**config.mk**
```make
export PLATFORM = sky130hd
export DESIGN_NAME = cpe_operand_loader
export DESIGN_NICKNAME = d
export VERILOG_FILES = /design/src/rtl/cpe_operand_loader.sv
export SDC_FILE = /design/constraint.sdc
export NUM_CORES = 1
export LEC_CHECK = 0
export BUFFER_PORTS_ARGS = -buffer_cell sky130_fd_sc_hd__buf_4
export CAP_MARGIN = 40
export CORE_AREA = 2 2 251 253
export DETAILED_ROUTE_END_ITERATION = 6
export DIE_AREA = 0 0 253 255
export PLACE_DENSITY_LB_ADDON = 0.12
export SLEW_MARGIN = 20
export SYNTH_ARGS = -nofsm -noshare
export SYNTH_HDL_FRONTEND = slang
export SYNTH_SLANG_ARGS = --single-unit
export TNS_END_PERCENT = 100
```
**constraint.sdc**
```tcl
create_clock -name Clk -period 1.7 [get_ports Clk]
set_input_delay 0.085 -clock Clk [delete_from_list [all_inputs] [get_ports Clk]]
set_output_delay 0.085 -clock Clk [all_outputs]
set_load 0.01 [all_outputs]
```
**src/rtl/cpe_operand_loader.sv**
```systemverilog
// Serial-to-lane operand loader for the CPE matrix accelerator: fills N weight and N activation
// lanes from a valid/ready word stream, pulses mStart, then waits for finalReady. Option: WEIGHT_REUSE_EN.
module cpe_operand_loader #(
    parameter int KERNEL_SIZE   = 3,
    parameter int AXI_BUS_WIDTH = 32,
    parameter int CNT_WIDTH     = 16,
    parameter int IDX_WIDTH     = $clog2(KERNEL_SIZE * KERNEL_SIZE)
) (
    input  logic                                                Clk,
    input  logic                                                Rst,
    input  logic                                                in_valid,
    output logic                                                in_ready,
    input  logic [AXI_BUS_WIDTH-1:0]                            in_data,
    input  logic                                                reload_w,
    input  logic                                                finalReady,
    output logic [KERNEL_SIZE*KERNEL_SIZE*AXI_BUS_WIDTH-1:0]    multiplier_input,
    output logic [KERNEL_SIZE*KERNEL_SIZE*AXI_BUS_WIDTH-1:0]    multiplicand_input,
    output logic [KERNEL_SIZE*KERNEL_SIZE-1:0]                  mStart,
    output logic                                                busy,
    output logic [CNT_WIDTH-1:0]                                windows_done
);

    localparam int N = KERNEL_SIZE * KERNEL_SIZE;

    typedef enum logic [2:0] {
        IDLE,
        LOAD_W,
        LOAD_D,
        FIRE,
        WAIT
    } state_t;

    state_t                    state_q, state_d;
    logic [IDX_WIDTH-1:0]      idx_q;
    logic                      finalready_q;
    logic                      weights_valid_q;
    logic [N*AXI_BUS_WIDTH-1:0] mult_q;
    logic [N*AXI_BUS_WIDTH-1:0] mcand_q;
    logic [N-1:0]              mstart_q;
    logic [CNT_WIDTH-1:0]      windows_done_q;

    logic xfer;
    logic last_lane;
    logic completion;

    assign in_ready   = (state_q == LOAD_W) || (state_q == LOAD_D);
    assign xfer       = in_valid & in_ready;
    assign last_lane  = (idx_q == IDX_WIDTH'(N - 1));
    assign completion = (state_q == WAIT) & finalReady & ~finalready_q;

    assign busy               = (state_q != IDLE);
    assign mStart             = mstart_q;
    assign multiplier_input   = mult_q;
    assign multiplicand_input = mcand_q;
    assign windows_done       = windows_done_q;

`ifndef WEIGHT_REUSE_EN
    logic unused_reuse;
    assign unused_reuse = reload_w ^ weights_valid_q;
`endif

    always_comb begin
        state_d = state_q;
        case (state_q)
            IDLE: begin
`ifdef WEIGHT_REUSE_EN
                // Stationary weights: skip the weight phase when a valid set is already loaded.
                if (weights_valid_q && !reload_w) state_d = LOAD_D;
                else                              state_d = LOAD_W;
`else
                state_d = LOAD_W;
`endif
            end
            LOAD_W:  if (xfer && last_lane) state_d = LOAD_D;
            LOAD_D:  if (xfer && last_lane) state_d = FIRE;
            FIRE:    state_d = WAIT;
            WAIT:    if (completion) state_d = IDLE;
            default: state_d = IDLE;
        endcase
    end

    always_ff @(posedge Clk) begin
        if (Rst) begin
            state_q         <= IDLE;
            idx_q           <= '0;
            finalready_q    <= 1'b0;
            weights_valid_q <= 1'b0;
            mult_q          <= '0;
            mcand_q         <= '0;
            mstart_q        <= '0;
            windows_done_q  <= '0;
        end else begin
            state_q      <= state_d;
            finalready_q <= finalReady;
            // Registered so the pulse lines up with the FIRE cycle.
            mstart_q     <= (state_q == LOAD_D && xfer && last_lane) ? '1 : '0;

            if (xfer) begin
                idx_q <= last_lane ? '0 : idx_q + 1'b1;
                for (int i = 0; i < N; i++) begin
                    if (idx_q == IDX_WIDTH'(i)) begin
                        if (state_q == LOAD_W)
                            mult_q[i*AXI_BUS_WIDTH +: AXI_BUS_WIDTH] <= in_data;
                        else
                            mcand_q[i*AXI_BUS_WIDTH +: AXI_BUS_WIDTH] <= in_data;
                    end
                end
            end

            if (state_q == LOAD_W && xfer && last_lane)
                weights_valid_q <= 1'b1;

            if (completion)
                windows_done_q <= windows_done_q + CNT_WIDTH'(1);
        end
    end

endmodule

```
==> impl_metrics.tcl <==
set metrics [dict create \
    status "complete, no violations" \
    worst_ep_arrival_time_ns 1.61 \
    max_clock_freq_mhz 591 \
    number_of_buffers_created_by_cts 61 \
    clock_power_share_pct 47.2 \
    timing.critical_path.to_type "output port" \
    postSynthRegisterBits 601 \
    most-common-layout-cells "sky130_fd_sc_hd__nand2_1, sky130_fd_sc_hd__buf_4, sky130_fd_sc_hd__dfxtp_1" \
    timing.critical_path.required_ns 1.62 \
    maximum_number_of_pins_on_one_net_before_global_route_repair 70 \
    rows 92 \
    path_buf_inv 2 \
    drt_first_iter_violations 1566 \
    critical_path.max_fanout 5 \
    seq_area_frac_synth_pct 56.2 \
    p_sw_uw 6890 \
    worst-setup-path-type "flip-flop to output port" \
    power.sequential.fraction_pct 48.3 \
    postRouteWirelength_um 95800 \
    max-slew-margin-rel_pct 67.9 \
    power.leakage_uw 0.0119 \
    synth.avg_cell_area_um2 7.77 \
    final_layout_size_suffix_gt1_share_pct 28.3 \
    cp_common_cell "sky130_fd_sc_hd__buf_6" \
    vdd.ir_drop.worst_uv 708 \
    main_combinational_cell_family_by_area_after_synthesis "simple AND/OR/NAND/NOR gates" \
    tns_ns 0 \
    p_int_uw 22400 \
    pwr-share-comb_pct 4.5 \
    timing.final.max_slew_violations 0 \
    reg2reg_from "state_q[0]$_SDFFE_PP0P_" \
    grt_pass1_vias 19500 \
    grt.total_usage_pct 27.0 \
    critical_path.cell_chain "buf_6 > or3_4 > buf_6" \
    layout_commonest_cell "sky130_fd_sc_hd__nand2_1" \
    post_synthesis_share_of_cell_area_spent_on_full_adders_half_adders_and_majority_gates_pct 0.292 \
    synth_area_leader_cell "sky130_fd_sc_hd__dfxtp_1" \
    drt_first_pass_iters 5 \
    floorplan.die.width_um 253 \
    cts_buffer_depth 3 \
    htree_levels 2 \
    synthesis.instances 2752 \
    cell_types_with_the_largest_area_share_after_synthesis "sky130_fd_sc_hd__dfxtp_1, sky130_fd_sc_hd__nand2_1, sky130_fd_sc_hd__a21oi_1" \
    muxShareOfSynthArea_pct 0.193 \
    cts_tree "done" \
    grt.overflow.total 0 \
    die_area_um2 64500 \
    ys_warn_count 0 \
    initial_standard_cell_utilization_of_the_core_pct 34.4 \
    rsz_0062_raised_after_global_routing "yes" \
    synthToLayoutAreaGrowth_pct 42.6 \
    port-buffer-count 638 \
    detail_route.drc_violations 0 \
    cellPowerDensity_nw_per_um2 962 \
    ys_types 39 \
    tcrit_tclk_final_pct 99.6 \
    instances_no_fill 4190 \
    maxCapViolCount 0 \
    worst_path_largest_cell_delay_ns 0.37 \
    routabilityCongestion 0.841 \
    fp.dieH_um 255 \
    final_cell_area_um2 30500 \
    path_delay_family "flip-flops" \
    count_of_flip_flops_with_a_built_in_enable_after_synthesis 0 \
    cpMaxStageDelayCell "sky130_fd_sc_hd__dfxtp_4" \
    core-area_um2 62200 \
    switching_power_as_a_share_of_total_power_pct 23.5 \
    worstSetupStartpoint "state_q[0]$_SDFFE_PP0P_" \
    placed_area_um2 27400 \
    cell_area_synth_um2 21400 \
    period_minus_slack_ns 1.69 \
    wire_per_inst_um 22.9 \
    worst_pin_slew_ns 0.482 \
    yosys.area_share.xor_xnor_pct 0.368 \
    placedCellCount 4017 \
    numClockSinks 601 \
    detail_route.vias_per_cell 5.10 \
    synthDominantCellAreaShare_pct 56.2 \
    min_from "Rst" \
    top_level_ports 640 \
    async_flop_share_pct 0 \
    synth-compound-area-share_pct 14.0 \
    number_of_antenna_violations_at_the_first_check_in_global_routing 1 \
    worst_setup_path_start_kind "flip-flop" \
    synth_simple_gate_area_share_pct 23.1 \
    via_count 21400 \
    finalSetupViolCount 0 \
    synthFlopType "sky130_fd_sc_hd__dfxtp_1" \
    route.antenna.remaining_nets 0 \
    wire_length_of_the_first_global_routing_pass_um 130000 \
    finalClockSkew_ns 0.0311 \
    clock_slew_seen_by_the_registers_of_the_worst_setup_and_hold_paths_ns 0.07 \
    hold_violations 0 \
    synth_nets 2794 \
    worst_skew_pair.late_latency_ns 0.65 \
    holdCritPathClass "primary input to flip-flop" \
    clk_root_buffer_cell "sky130_fd_sc_hd__clkbuf_16" \
    finish.net_count 3381 \
    dpl.hpwl_um 62100 \
]
cell type report:
| class | count | area (um^2) |
|---|---|---|
| antenna | 1 | 2.50 |
| clock buffer | 89 | 1790 |
| fill | 5943 | 31600 |
| timing repair buffer | 799 | 6960 |
| multi-input combinational | 1870 | 8430 |
| inverter | 6 | 22.5 |
| clock inverter | 25 | 268 |
| sequential | 601 | 12000 |
| tap | 799 | 1000 |
synthesized netlist by cell type (all sizes together) (2+ instances only):
library cell and n:
a31oi 2, inv 6, mux2i 3, nand3b 2, a21oi 586, nand2 1161, dfxtp 601, and3 17
nand3 23, buf 98, nand4 5, xnor2 3, nor3 5, o21ai 5, and3b 2, nor2 14
and2 2, or3 4, or2 2, clkbuf 177, nor3b 4, xor2 6, o31ai 3, nor2b 3
nand4b 2, or4 4, ha 5
stage by stage:
stage	worst slack, ns	utilization (%)	power [uW]	hold slack [ns]
finish	0.00678	49.1	29300	0.383
global route	-0.0365	49.1	30200	0.395
CTS	-0.0518	48.0	29500	0.361
detailed placement	-0.0878	44.1	15700	0.329
global placement	-0.0137	44.1	15700	0.326
floorplan	0.0405	-	15100	0.213
final timing paths:
check | slack (ns) | end | cells after the start
min reg2reg | 0.45 | multiplier_input[45]$_SDFFE_PP0P_ | 2
min | 0.38 | multiplicand_input[283]$_SDFFE_PP0P_ | 3
max | 0.007 | busy | 3
max reg2reg | 0.04 | multiplicand_input[239]$_SDFFE_PP0P_ | 7
worst register-to-register path: stages, from the launching register on:
cell,delay [ns]
sky130_fd_sc_hd__dfxtp_4,0.37
sky130_fd_sc_hd__buf_4,0.14
sky130_fd_sc_hd__nor3b_4,0.21
sky130_fd_sc_hd__buf_6,0.18
sky130_fd_sc_hd__and3_4,0.25
sky130_fd_sc_hd__clkbuf_16,0.21
sky130_fd_sc_hd__nand2_1,0.08
sky130_fd_sc_hd__a21oi_1,0.14
what timing repair did:
item,4_1_cts,5_1_grt
pin swaps,0,11
gates resized for setup,11,86
hold endpoints to repair,589,0
hold buffers,36,0
gates cloned,0,14
setup endpoints to repair,200,426
setup buffers,2,7
layer usage:
layer | vias up | routed length (um) | GRT usage (%)
met5 | - | 0 | 0
met1 | 10200 | 38300 | 34.2
met4 | 0 | 3730 | 9.23
met3 | 181 | 9200 | 7.60
li1 | 9974 | - | -
met2 | 986 | 44600 | 44.0
power by group through the flow:
stage	clock, uW	sequential [uW]	combinational (uW)
after detailed placement	0	14500	1210
final	13800	14200	1310
after floorplan	0	14500	532
after global placement	0	14500	1200
after CTS	14100	14200	1280
after global routing	14600	14200	1370
sequential cells by signal, indices dropped and copies added, names as in the netlist:
register,count
multiplicand_input,288
multiplier_input,288
windows_done,16
idx_q,4
state_q,3
finalready_q,1
mStart,1
cells by family (layout without fill, tap and decap cells):
kind of cell | Yosys count | count (layout)
AO/OA/AOI/OAI | 597 | 597
XOR/XNOR | 9 | 9
adder cells (fa/ha/maj) | 5 | 5
buffers and inverters | 281 | 919
flip-flops | 601 | 601
multiplexers | 4 | 4
other | 0 | 1
AND/OR/NAND/NOR | 1255 | 1255
Note: power is estimated with default switching activity, not from simulation.
